===== src/rtl/pipe_stage_buf.sv =====
// Purpose : DEPTH-stage valid/ready register chain with bubble collapse, flush and occupancy count.
// Latency : DEPTH-1 cycles from input handshake to out_valid on an empty chain; one word per cycle sustained.
// Backpr. : in_ready combinational from chain state, or a flop when PIPE_SKID_EN adds a one-entry input skid.
module pipe_stage_buf #(
    parameter  int WIDTH = 101,             // payload: mem data, ALU result, dest reg, PC+4
    parameter  int DEPTH = 2,               // number of register stages, 1..8
    localparam int CW    = $clog2(DEPTH + 2)
) (
    input  logic             clk,
    input  logic             rst,           // asynchronous, active-low
    input  logic             flush,
    input  logic             in_valid,
    output logic             in_ready,
    input  logic [WIDTH-1:0] in_data,
    output logic             out_valid,
    input  logic             out_ready,
    output logic [WIDTH-1:0] out_data,
    output logic [CW-1:0]    occupancy
);

    logic [DEPTH-1:0] r_vld;
    logic [WIDTH-1:0] r_dat [DEPTH];
    logic [CW-1:0]    r_occ;

    logic [DEPTH-1:0] w_adv;
    logic             w_src_vld [DEPTH];
    logic [WIDTH-1:0] w_src_dat [DEPTH];
    logic             w_out_go;
    logic             w_s0_free;
    logic             w_s0_load;
    logic [WIDTH-1:0] w_s0_dat;
    logic             w_in_hs;
    logic             w_out_hs;

    // Flush suppresses the output handshake for the cycle it is asserted.
    assign w_out_go = out_ready && !flush;

    // A stage moves on unless it and every stage after it are full and the output is stalled.
    always_comb begin
        logic l_all_full;
        w_adv = '0;
        for (int i = 0; i < DEPTH; i++) begin
            l_all_full = 1'b1;
            for (int j = i; j < DEPTH; j++) begin
                l_all_full = l_all_full && r_vld[j];
            end
            w_adv[i] = r_vld[i] && (w_out_go || !l_all_full);
        end
    end

    assign w_s0_free = !r_vld[0] || w_adv[0];

`ifdef PIPE_SKID_EN
    logic             r_skid_vld;
    logic [WIDTH-1:0] r_skid_dat;

    // in_ready only depends on the skid flop (plus reset/flush gating).
    assign in_ready  = rst && !flush && !r_skid_vld;
    assign w_in_hs   = in_valid && in_ready;
    // A parked skid word always has priority into stage 0 so ordering is kept.
    assign w_s0_load = w_s0_free && (r_skid_vld || w_in_hs);
    assign w_s0_dat  = r_skid_vld ? r_skid_dat : in_data;

    // Skid catches an accepted word that stage 0 cannot take this cycle.
    always_ff @(posedge clk or negedge rst) begin
        if (!rst) begin
            r_skid_vld <= 1'b0;
            r_skid_dat <= '0;
        end else if (flush) begin
            r_skid_vld <= 1'b0;
        end else if (r_skid_vld && w_s0_free) begin
            r_skid_vld <= 1'b0;
        end else if (w_in_hs && !w_s0_free) begin
            r_skid_vld <= 1'b1;
            r_skid_dat <= in_data;
        end
    end
`else
    assign in_ready  = rst && !flush && w_s0_free;
    assign w_in_hs   = in_valid && in_ready;
    assign w_s0_load = w_in_hs;
    assign w_s0_dat  = in_data;
`endif

    assign out_valid = r_vld[DEPTH-1] && !flush;
    assign out_data  = r_dat[DEPTH-1];
    assign w_out_hs  = out_valid && out_ready;
    assign occupancy = r_occ;

    // Source of each stage: stage 0 from the input side, others from the stage before.
    always_comb begin
        for (int i = 0; i < DEPTH; i++) begin
            w_src_vld[i] = 1'b0;
            w_src_dat[i] = '0;
        end
        w_src_vld[0] = w_s0_load;
        w_src_dat[0] = w_s0_dat;
        for (int i = 1; i < DEPTH; i++) begin
            w_src_vld[i] = w_adv[i-1];
            w_src_dat[i] = r_dat[i-1];
        end
    end

    // Stage registers: load when the source moves in, empty when the word leaves, else hold.
    always_ff @(posedge clk or negedge rst) begin
        if (!rst) begin
            r_vld <= '0;
            for (int i = 0; i < DEPTH; i++) begin
                r_dat[i] <= '0;
            end
        end else begin
            for (int i = 0; i < DEPTH; i++) begin
                if (flush) begin
                    r_vld[i] <= 1'b0;
                end else if (w_src_vld[i]) begin
                    r_vld[i] <= 1'b1;
                end else if (w_adv[i]) begin
                    r_vld[i] <= 1'b0;
                end
                // Data is never cleared by flush; only the valid bits matter.
                if (w_src_vld[i]) begin
                    r_dat[i] <= w_src_dat[i];
                end
            end
        end
    end

    // Occupancy tracks handshakes: in adds, out subtracts, both cancel, flush zeroes.
    always_ff @(posedge clk or negedge rst) begin
        if (!rst) begin
            r_occ <= '0;
        end else if (flush) begin
            r_occ <= '0;
        end else if (w_in_hs && !w_out_hs) begin
            r_occ <= r_occ + CW'(1);
        end else if (!w_in_hs && w_out_hs) begin
            r_occ <= r_occ - CW'(1);
        end
    end

endmodule


===== config.mk =====
export PLATFORM = sky130hd
export DESIGN_NAME = pipe_stage_buf
export DESIGN_NICKNAME = d
export VERILOG_FILES = /design/src/rtl/pipe_stage_buf.sv
export SDC_FILE = /design/constraint.sdc
export NUM_CORES = 1
export LEC_CHECK = 0
export BUFFER_PORTS_ARGS = -buffer_cell sky130_fd_sc_hd__buf_2
export CAP_MARGIN = 20
export CORE_MARGIN = 4
export CORE_UTILIZATION = 42
export DETAILED_ROUTE_END_ITERATION = 10
export PLACE_DENSITY = 0.7
export RECOVER_POWER = 100
export SETUP_SLACK_MARGIN = 0.1
export SYNTH_ARGS = -nofsm -noshare
export SYNTH_HDL_FRONTEND = slang
export SYNTH_SLANG_ARGS = --single-unit

===== constraint.sdc =====
create_clock -name clk -period 3.5 [get_ports clk]
set_input_delay 0.875 -clock clk [delete_from_list [all_inputs] [get_ports clk]]
set_output_delay 0.875 -clock clk [all_outputs]
set_load 0.1 [all_outputs]

# ---- Word-level counts from Yosys, hierarchy flattened
# Index checks and enable logic that the tools add are counted.
dict set report word_totals {
  elab_cells 39
  inputBits 106
  register_bits 206
}
dict set report op_classes {
  n_mux 9
  n_addsub 2
  reduce_logical 23
}
# operator n
set ops {}
lappend ops {{logical AND 1 bit} 11}
lappend ops {{nonzero test 3 bit} 3}
lappend ops {{logical NOT 1 bit} 6}
lappend ops {{two-way mux 1 bit} 6}
lappend ops {{two-way mux 2 bit} 3}
lappend ops {{logical OR 1 bit} 3}
lappend ops {{adder 2 x 1 -> 2 bit (second input constant)} 1}
lappend ops {{subtractor 2 x 1 -> 2 bit (second input constant)} 1}

# ---- Longest topological paths before layout
# Gate-level depths: netlist (run 1).
dict set report logic_depth {
  ltp_word 12
  depth_mapped 6
  ltp_nobuf 4
}

# ---- Worst setup path before layout (run 1)
# Ideal clock, no wire load.
dict set report synth_timing {
  kind {input port to output port}
  from {input port out_ready}
  to {output port in_ready}
  stages 2
  setup_slack_ns -0.687
  path_buffers 0
  t_arrival_ns 3.312
  path_cell_list {and3b_1 > nor3b_1}
}
dict set report synth_via {
  elab_chain_len 5
}
# element line_no
set synth_lines {}
lappend synth_lines {{start: declaration} 16} ;# input logic out_ready,
lappend synth_lines {{logical AND 1 bit} 36} ;# assign w_out_go = out_ready && !flush;
lappend synth_lines {{logical OR 1 bit} 47} ;# w_adv[i] = r_vld[i] && (w_out_go || !l_all_full);
lappend synth_lines {{logical AND 1 bit} 47}
lappend synth_lines {{logical OR 1 bit} 51} ;# assign w_s0_free = !r_vld[0] || w_adv[0];
lappend synth_lines {{logical AND 1 bit} 79} ;# assign in_ready = rst && !flush && w_s0_free;
lappend synth_lines {{end: declaration} 13} ;# output logic in_ready,
# No other way between the ends.

# ---- Worst setup path in the final report (run 1)
dict set report layout_timing {
  from {input port flush}
  to {output port out_valid}
}
dict set report layout_via {
  elab_chain_len 2
}
# element line_no
set layout_lines {}
lappend layout_lines {{start: declaration} 11} ;# input logic flush,
lappend layout_lines {{logical NOT 1 bit} 85} ;# assign out_valid = r_vld[DEPTH-1] && !flush;
lappend layout_lines {{logical AND 1 bit} 85}
lappend layout_lines {{end: declaration} 15} ;# output logic out_valid,
# No other way between the ends.

==> run metrics, run 1 <==
Iter 0 DRT Violations=between 90 and 100; layout cells sized above 1=0.488; Hold Buf Count CTS=0; drt pass-1 iters=4; Synth warnings=0; most common cell after layout, fill and taps aside=dfrtp_1; CP Cell Sequence=buf_2, nor2b_1, clkbuf_1; DRT Wirelength=15,900 µm; Largest stage delay, worst path=0.87 ns; largest net degree at the start of global routing=129; worst path bufs/invs=2; crit path launch type=primary input; Mapped Cells=555; number of global-route vias before repair=5,129; CP endpoint kind=primary output; share of the synthesized area in the top cell type=0.609; final worst clock skew=0.00789 ns; I/O Pins=211; antenna violations before repair=2; Synth Register Bits=approximately 210; Inst Count DP=914; GRT Residual Overflow=0; post-detail-place hpwl=10,900 µm; WL/cell=16.6 µm; Non-Filler Instances=955; clk root buf=clkbuf_16; Final nets=780; Antenna Nets Post-Route=0; CP delay by family, top=buffers and inverters; Tmin final=2.88 ns; worst r2r src=r_vld[1]; later-pin clock latency in the skew report=0.49 ns; mean area per synthesized cell=15.3 µm²; Final Hold Fails=0; Max Clock Freq=348 MHz; Crit path arrival time=2.00 ns; fillers=1,757; Fin Setup TNS=0 ns; final setup fails=0; vias=4,532; Max clock buf depth=3; worst hold slack=~0.29 ns; Setup WS post-layout=0.623 ns; RD Place Congestion=between 0.7 and 0.8; relative slew slack=-0.201; area delta synth->final=14.0%; dpl ws=0.912 ns; unrepaired setup endpoints after global routing=no; post-CTS sizing=0; Final period util=0.822; Remaining DRCs=0; Starting Density=0.431; CTS tree=built; status=finished, violations left; max-slew violation count=206; critical path required time=2.62 ns; DIE WIDTH=150 µm; FP Rows=51; Synth Cell Area=8460 µm²; type of the worst setup path=primary input to primary output; synth unique cells=22; Die Ht=150 µm; Synth area leader=dfrtp_1; CP startpoint=flush; register area share after synthesis=0.609; n_diodes=0; Core ar.=19,700 µm²; first-pass GRT wire length=25,900 µm; most frequent cells in the layout=dfrtp_1, mux2_2, clkbuf_1; vias per cell=4.75; Overall Global Routing Usage=0.142; violated checks=capacitance limit, slew limit; Max FO, Critical Path=7; I/O Buffers=210; Slew @ Worst Pin=approximately 1.8 ns; Hold Path Class=primary input to asynchronous set/reset pin; TritonCTS Buffers=23; Net Count, Synth=661; total die area=22,500 µm²; CP max-delay cell=clkbuf_1; clock transition time at the flip-flop clock pins of the worst setup and hold paths=0.06 ns; CTS Sinks=206; htree depth=1; number of max-cap violations=2; setup bufs post-CTS=0; top cells by area, synth=dfrtp_1, mux2_2, buf_4
## metal layers
metal / routed length, µm / global-route usage
met5: 21 / 0
met2: 7530 / 0.233
met1: 6410 / 0.173
met4: 302 / 0.0380
met3: 1580 / 0.0581
## cell usage after synthesis (all sizes together)
cell type / n
nand2: 4
mux2: 202
or2: 1
nor2b: 1
o21ai: 1
nor3b: 1
o2111ai: 1
nand3: 1
and3b: 1
buf: 123
inv: 2
dfrtp: 206
nor3: 1
nor2: 2
xnor2: 2
nand4: 2
a21oi: 1
a21o: 1
o211ai: 1
o21a: 1
## cell type report
cell class / count / area (µm²) / share of cell area
Inverter: 2 / 7.51 / 0.000778
Tap cell: 265 / 332 / 0.0343
Multi-Input combinational cell: 224 / 2410 / 0.249
Sequential cell: 206 / 5150 / 0.534
Timing Repair Buffer: 217 / 986 / 0.102
Clock inverter: 10 / 110 / 0.0114
Clock buffer: 31 / 656 / 0.0679
## through the flow
stage          utilization  area [µm²]
6_report             0.491        9650
4_1_cts              0.501        9860
3_3_place_gp         0.463        9090
2_1_floorplan            -        8470
5_1_grt              0.491        9650
3_5_place_dp         0.463        9090
## sequential cells by signal, indices dropped and copies added, names as in the netlist
name       flops
occupancy      2
r_dat        101
out_data     101
r_vld          2
## final timing paths
path / to / slack (ns) / cells past startpoint
min: r_vld[0] / 0.29 / 1
min reg2reg: r_dat[156] / 0.49 / 1
max in group asynchronous: r_dat[111] / 1.14 / 2
min in group clk: r_dat[156] / 0.49 / 1
max reg2reg: r_dat[145] / 0.88 / 4
max: out_valid / 0.62 / 3
## kinds of logic (layout without fill, tap and decap cells)
kind of cell    count (synthesis)  count (layout)  share of synthesized area
simple gates                   14              14                     0.0101
buf+inv                       125             260                      0.105
xor+xnor                        2               2                    0.00207
flops                         206             206                      0.609
compound gates                  6               6                    0.00488
mux                           202             202                      0.269
Power of run 1 is left out: the tool's default activity adds up to more than one toggle a clock period on the data nets, which glitch-free logic cannot reach.
==> run 2: changes to the inputs <==
Settings changed: PLACE_DENSITY 0.7 to 0.73.
Clock period 3.5 ns to 2.6 ns, I/O delays scaled along.
==> run 2 against run 1 <==
Effect of this change: the run still ends with capacitance limit, slew limit left; critical path depth did not move; sequential share of layout area fell by 0.85 points; hold slack improved by 0.082 ns; highest routed layer is now met4.
==> run metrics, run 2 (synthesized netlist as in run 1, its figures left out) <==
DRT Wirelength=15,700 µm (-1.2%); post-detail-place hpwl=11,100 µm (+1.0%); Slew @ Worst Pin=1.89 ns (+0.0842 ns); Setup WS post-layout=0.214 ns (-0.409 ns); Hold Path Class=primary input to flop; TritonCTS Buffers=22 (-4.3%); later-pin clock latency in the skew report=0.49 ns (about the same); I/O Pins=211 (unchanged); post-CTS sizing=0 (unchanged); clock transition time at the flip-flop clock pins of the worst setup and hold paths=0.06 ns (about the same); total die area=22,500 µm² (unchanged); antenna violations before repair=0 (-2); Antenna Nets Post-Route=0 (unchanged); Starting Density=0.431 (unchanged); area delta synth->final=15.9%; Final nets=783 (+0.38%); layout cells sized above 1=0.641 (+0.152); R2R Setup Slk=0.24 ns (-0.64 ns); final setup fails=0 (unchanged); number of max-cap violations=2 (unchanged); CP delay by family, top=simple AND/OR/NAND/NOR gates; Crit. path cell count=3 (unchanged); RD Place Congestion=0.742 (+0.77%); unrepaired setup endpoints after global routing=no; Core ar.=19,700 µm² (unchanged); critical path required time=1.95 ns (-0.67 ns); number of global-route vias before repair=5,130 (+0.019%); htree depth=1 (unchanged); Tmin final=2.39 ns; Hold Path Stages=2; dpl ws=0.351 ns (-0.561 ns); GRT Residual Overflow=0 (unchanged); FP Rows=51 (unchanged); CP max-delay cell=dfrtp_1; Final Hold Fails=0 (unchanged); Max Clock Freq=419 MHz; setup bufs post-CTS=0 (unchanged); violated checks=capacitance limit, slew limit; status=finished, violations left; vias per cell=4.73 (-0.23%); Iter 0 DRT Violations=84 (-8.7%); crit path launch type=flop; Largest stage delay, worst path=0.44 ns (-0.43 ns); WL/cell=16.4 µm (-1.5%); CTS tree=built; I/O Buffers=210 (unchanged); final worst clock skew=0.00525 ns (-0.00265 ns); worst path bufs/invs=1 (-1); max-slew violation count=208 (+0.97%); drt pass-1 iters=4 (unchanged); Fin Setup TNS=0 ns (unchanged); CP Cell Sequence=and3b_1, nor3b_4, clkbuf_4; type of the worst setup path=flop to primary output; n_diodes=0 (unchanged); CP endpoint kind=primary output; Overall Global Routing Usage=0.140 (-0.00131); most common cell after layout, fill and taps aside=dfrtp_1; largest net degree at the start of global routing=127 (-1.6%); Crit path arrival time=1.74 ns (-0.26 ns); Remaining DRCs=0 (unchanged); Max clock buf depth=3 (unchanged); most frequent cells in the layout=dfrtp_1, mux2_2, clkbuf_2; Max FO, Critical Path=7 (unchanged); Register-to-Register Path Depth=5 (+1); DIE WIDTH=150 µm (unchanged); Die Ht=150 µm (unchanged); vias=4,536 (+0.088%); CTS Sinks=206 (unchanged); relative slew slack=-0.257 (-0.0562); Final Util=0.499 (+0.00796); Final period util=0.918; first-pass GRT wire length=25,900 µm (+0.29%); Hold Buf Count CTS=0 (unchanged); clk root buf=clkbuf_16
## run 2: changes by cell type in the layout (fill, tap and decap cells not counted), sizes merged
cell,before,now
buf,105,108
bufinv,2,1
clkbuf,143,145
inv,3,2
## run 2: stage by stage
| stage | area [µm²] | hold WS, ns | std cells |
|---|---|---|---|
| finish | 9810 | 0.374 | 958 |
| global route | 9810 | 0.359 | 958 |
| CTS | 9890 | 0.300 | 958 |
| detailed placement | 9170 | 0.471 | 918 |
| global placement | 9170 | 0.463 | 918 |
| floorplan | 8480 | 0.354 | 555 |
## run 2: worst reg2reg max path: stages, from the launching register on
cell	delay, ns
dfrtp_1	0.44
and3b_1	0.28
nor3_1	0.43
buf_12	0.21
clkbuf_4	0.46
mux2_2	0.42
## run 2: final timing paths
check | from | to
min in group asynchronous | rst | r_dat[173]
setup reg to reg | r_vld[1] | r_dat[130]
setup / recovery | r_vld[1] | in_ready
hold reg to reg | r_dat[164] | r_dat[164]
max in group asynchronous | rst | out_data[11]
hold / removal | in_data[59] | r_dat[160]
## run 2: area by class of cell
class                           instances  area (µm²)
Tap cell                              265         332
Sequential cell                       206        5150
Clock buffer                           32         659
Clock inverter                          8        67.6
Timing Repair Buffer                  221        1170
Inverter                                2        7.51
Fill cell                            1699        9840
Multi-Input combinational cell        224        2420
## run 2: layer usage
metal,global-route usage,share of wire
met1,0.177,0.42
met2,0.235,0.47
met3,0.0485,0.099
met4,0.0302,0.014
met5,0,0
Power of run 2 is left out for the same reason.
==> run 3: changes to the inputs <==
Settings changed: CORE_UTILIZATION 42 to 33, GPL_TIMING_DRIVEN set to 0, PLACE_DENSITY 0.73 to 0.59.
Clock period 2.6 ns to 3 ns, I/O delays scaled along.
==> run 3 against run 2 <==
Effect of this change: the flow still finishes with violations (capacitance limit, slew limit); via count grew 7.5%; cell count grew 18%; count of clock-buffer cells in the layout grew 1; global-route usage shrank 1.6 points; die area grew 26%; final area grew 7.0%; non-clock buffer count grew 115; utilization shrank 8.2 points; critical endpoint is now occupancy[0]; largest cell class unchanged.
==> run metrics, run 3 (synthesized netlist as in run 1, its figures left out) <==
I/O Buffers=210 (unchanged); sw frac=0.469; Final Hold Fails=0 (unchanged); Placed Instance Area=9980 µm² (+8.8%); DIE WIDTH=168 µm (+12%); CP delay by family, top=buffers and inverters; CTS tree=built; Final Util=0.417 (-0.0824); CP Cell Sequence=clkbuf_1; Tmin final=2.64 ns; internal cell power=about 6.2 mW; worst path bufs/invs=1 (unchanged); Hold Buf Count CTS=0 (unchanged); first-pass GRT wire length=28,700 µm (+11%); n_diodes=0 (unchanged); dpl ws=-0.521 ns (-0.873 ns); layout cells sized above 1=0.547 (-0.0940); LEAKAGE=4.81 nW; Hold Path Class=primary input to asynchronous set/reset pin; clock transition time at the flip-flop clock pins of the worst setup and hold paths=0.06 ns (about the same); post-detail-place hpwl=12,300 µm (+11%); unrepaired setup endpoints after global routing=no; Iter 0 DRT Violations=231 (+180%); worst r2r src=r_vld[1]; R2R Setup Slk=0.55 ns (+0.31 ns); combinational power share=0.463; clk root buf=clkbuf_16; Antenna Nets Post-Route=0 (unchanged); fillers=2,473 (+46%); total die area=28,300 µm² (+26%); final worst clock skew=0.0221 ns (+0.0169 ns); most common cell after layout, fill and taps aside=dfrtp_1; setup bufs post-CTS=0 (unchanged); Switch Pwr=approximately 5.5 mW; vias=4,874 (+7.5%); Reg power frac=0.328; max-slew violation count=53 (-75%); Setup WS post-layout=0.363 ns (+0.149 ns); crit path launch type=flop; RD Place Congestion=0.701 (-5.6%); FP Rows=58 (+14%); number of max-cap violations=1 (-1); drt pass-1 iters=4 (unchanged); htree depth=1 (unchanged); CP endpoint kind=primary output; CTS Sinks=206 (unchanged); Starting Density=0.336 (-0.0945); Die Ht=168 µm (+12%); status=finished, violations left; Final period util=0.879; Final nets=899 (+15%); clock share of power=0.209; vias per cell=4.30 (-9.1%); relative slew slack=-0.529 (-0.272); antenna violations before repair=2 (+2); WL/cell=15.6 µm (-4.5%); Largest stage delay, worst path=0.96 ns (+0.52 ns); Slew @ Worst Pin=2.29 ns (+0.408 ns); later-pin clock latency in the skew report=0.51 ns (+0.02 ns); most frequent cells in the layout=dfrtp_1, mux2_2, clkbuf_1; type of the worst setup path=flop to primary output; Pwr Total=11.7 mW; worst hold slack=0.136 ns (-0.239 ns); DRT Wirelength=17,700 µm (+13%); Register-to-Register Path Depth=5 (unchanged); maximum VDD drop=approximately 0.64 mV; final setup fails=0 (unchanged); Max FO, Critical Path=5 (-2); CP max-delay cell=clkbuf_1; Max clock buf depth=3 (unchanged); Overall Global Routing Usage=0.125 (-0.0157); area delta synth->final=24.0%; Core ar.=25,200 µm² (+28%); GRT Residual Overflow=0 (unchanged); Crit path arrival time=1.89 ns (+0.15 ns); number of global-route vias before repair=5,366 (+4.6%); Max Clock Freq=379 MHz; Crit Reg-Reg Endpoint=r_dat[137]; largest net degree at the start of global routing=105 (-17%); Remaining DRCs=0 (unchanged); total power per unit cell area=1120 nW/µm²; TritonCTS Buffers=23 (+4.5%); violated checks=capacitance limit, slew limit; critical path required time=2.25 ns (+0.30 ns); design area=10,500 µm² (+7.0%); I/O Pins=211 (unchanged)
==> run 3: cell count changes in the layout (fill, tap and decap cells not counted), sizes merged <==
cell | before | now
bufinv | 1 | 0
inv | 2 | 3
dlymetal6s4s | 0 | 1
clkinvlp | 1 | 0
clkbuf | 145 | 149
buf | 108 | 219
clkinv | 6 | 1
==> run 3: power by group through the flow <==
stage	combinational, mW	sequential [mW]	clock, mW
floorplan	4.90	3.80	0
global route	5.66	3.95	2.68
CTS	5.62	3.85	2.58
global placement	5.57	3.87	0
finish	5.43	3.84	2.45
detailed placement	5.60	3.90	0
==> run 3: how the worst max path moves through the flow <==
| stage | endpoint | startpoint | cells past startpoint |
|---|---|---|---|
| 2_1_floorplan | out_valid | flush | 1 |
| 3_5_place_dp | r_dat[163] | rst | 7 |
| 4_1_cts | in_ready | rst | 4 |
| 6_report | occupancy[0] | occupancy[0] | 1 |
| 3_3_place_gp | r_dat[164] | rst | 6 |
| 5_1_grt | r_dat[162] | rst | 7 |
==> run 3: timing repair <==
| action | 4_1_cts | 5_1_grt |
|---|---|---|
| resized for setup | 3 | 0 |
| setup endpoints to repair | 48 | 1 |
| endpoints found under the hold margin | 0 | 0 |
| gates cloned | 1 | 1 |
==> run 3: area by class of cell <==
type	count	area, µm²	share of cell area
tap	330	413	0.0394
timing repair buffer	213	992	0.0946
inverter	2	7.51	0.000715
sequential	206	5150	0.491
multi-input combinational	224	2420	0.231
clock inverter	2	13.8	0.00131
clock buffer	33	623	0.0594
buffer	123	870	0.0829
==> run 3: metal layers <==
metal / vias to the layer above / wire length [µm] / track usage
met5: - / 27 / 0
met4: 4 / 454 / 0.0303
met3: 33 / 1750 / 0.0559
met2: 154 / 7810 / 0.195
met1: 2410 / 7640 / 0.160
li1: 2273 / - / -
==> run 3: stage by stage <==
step | setup TNS [ns] | instances
floorplan | 0 | 555
global placement | -885.03 | 1095
detailed placement | -42.79 | 1096
CTS | 0 | 1132
global route | 0 | 1133
finish | 0 | 1133
Note: power is estimated with default switching activity, not from simulation.
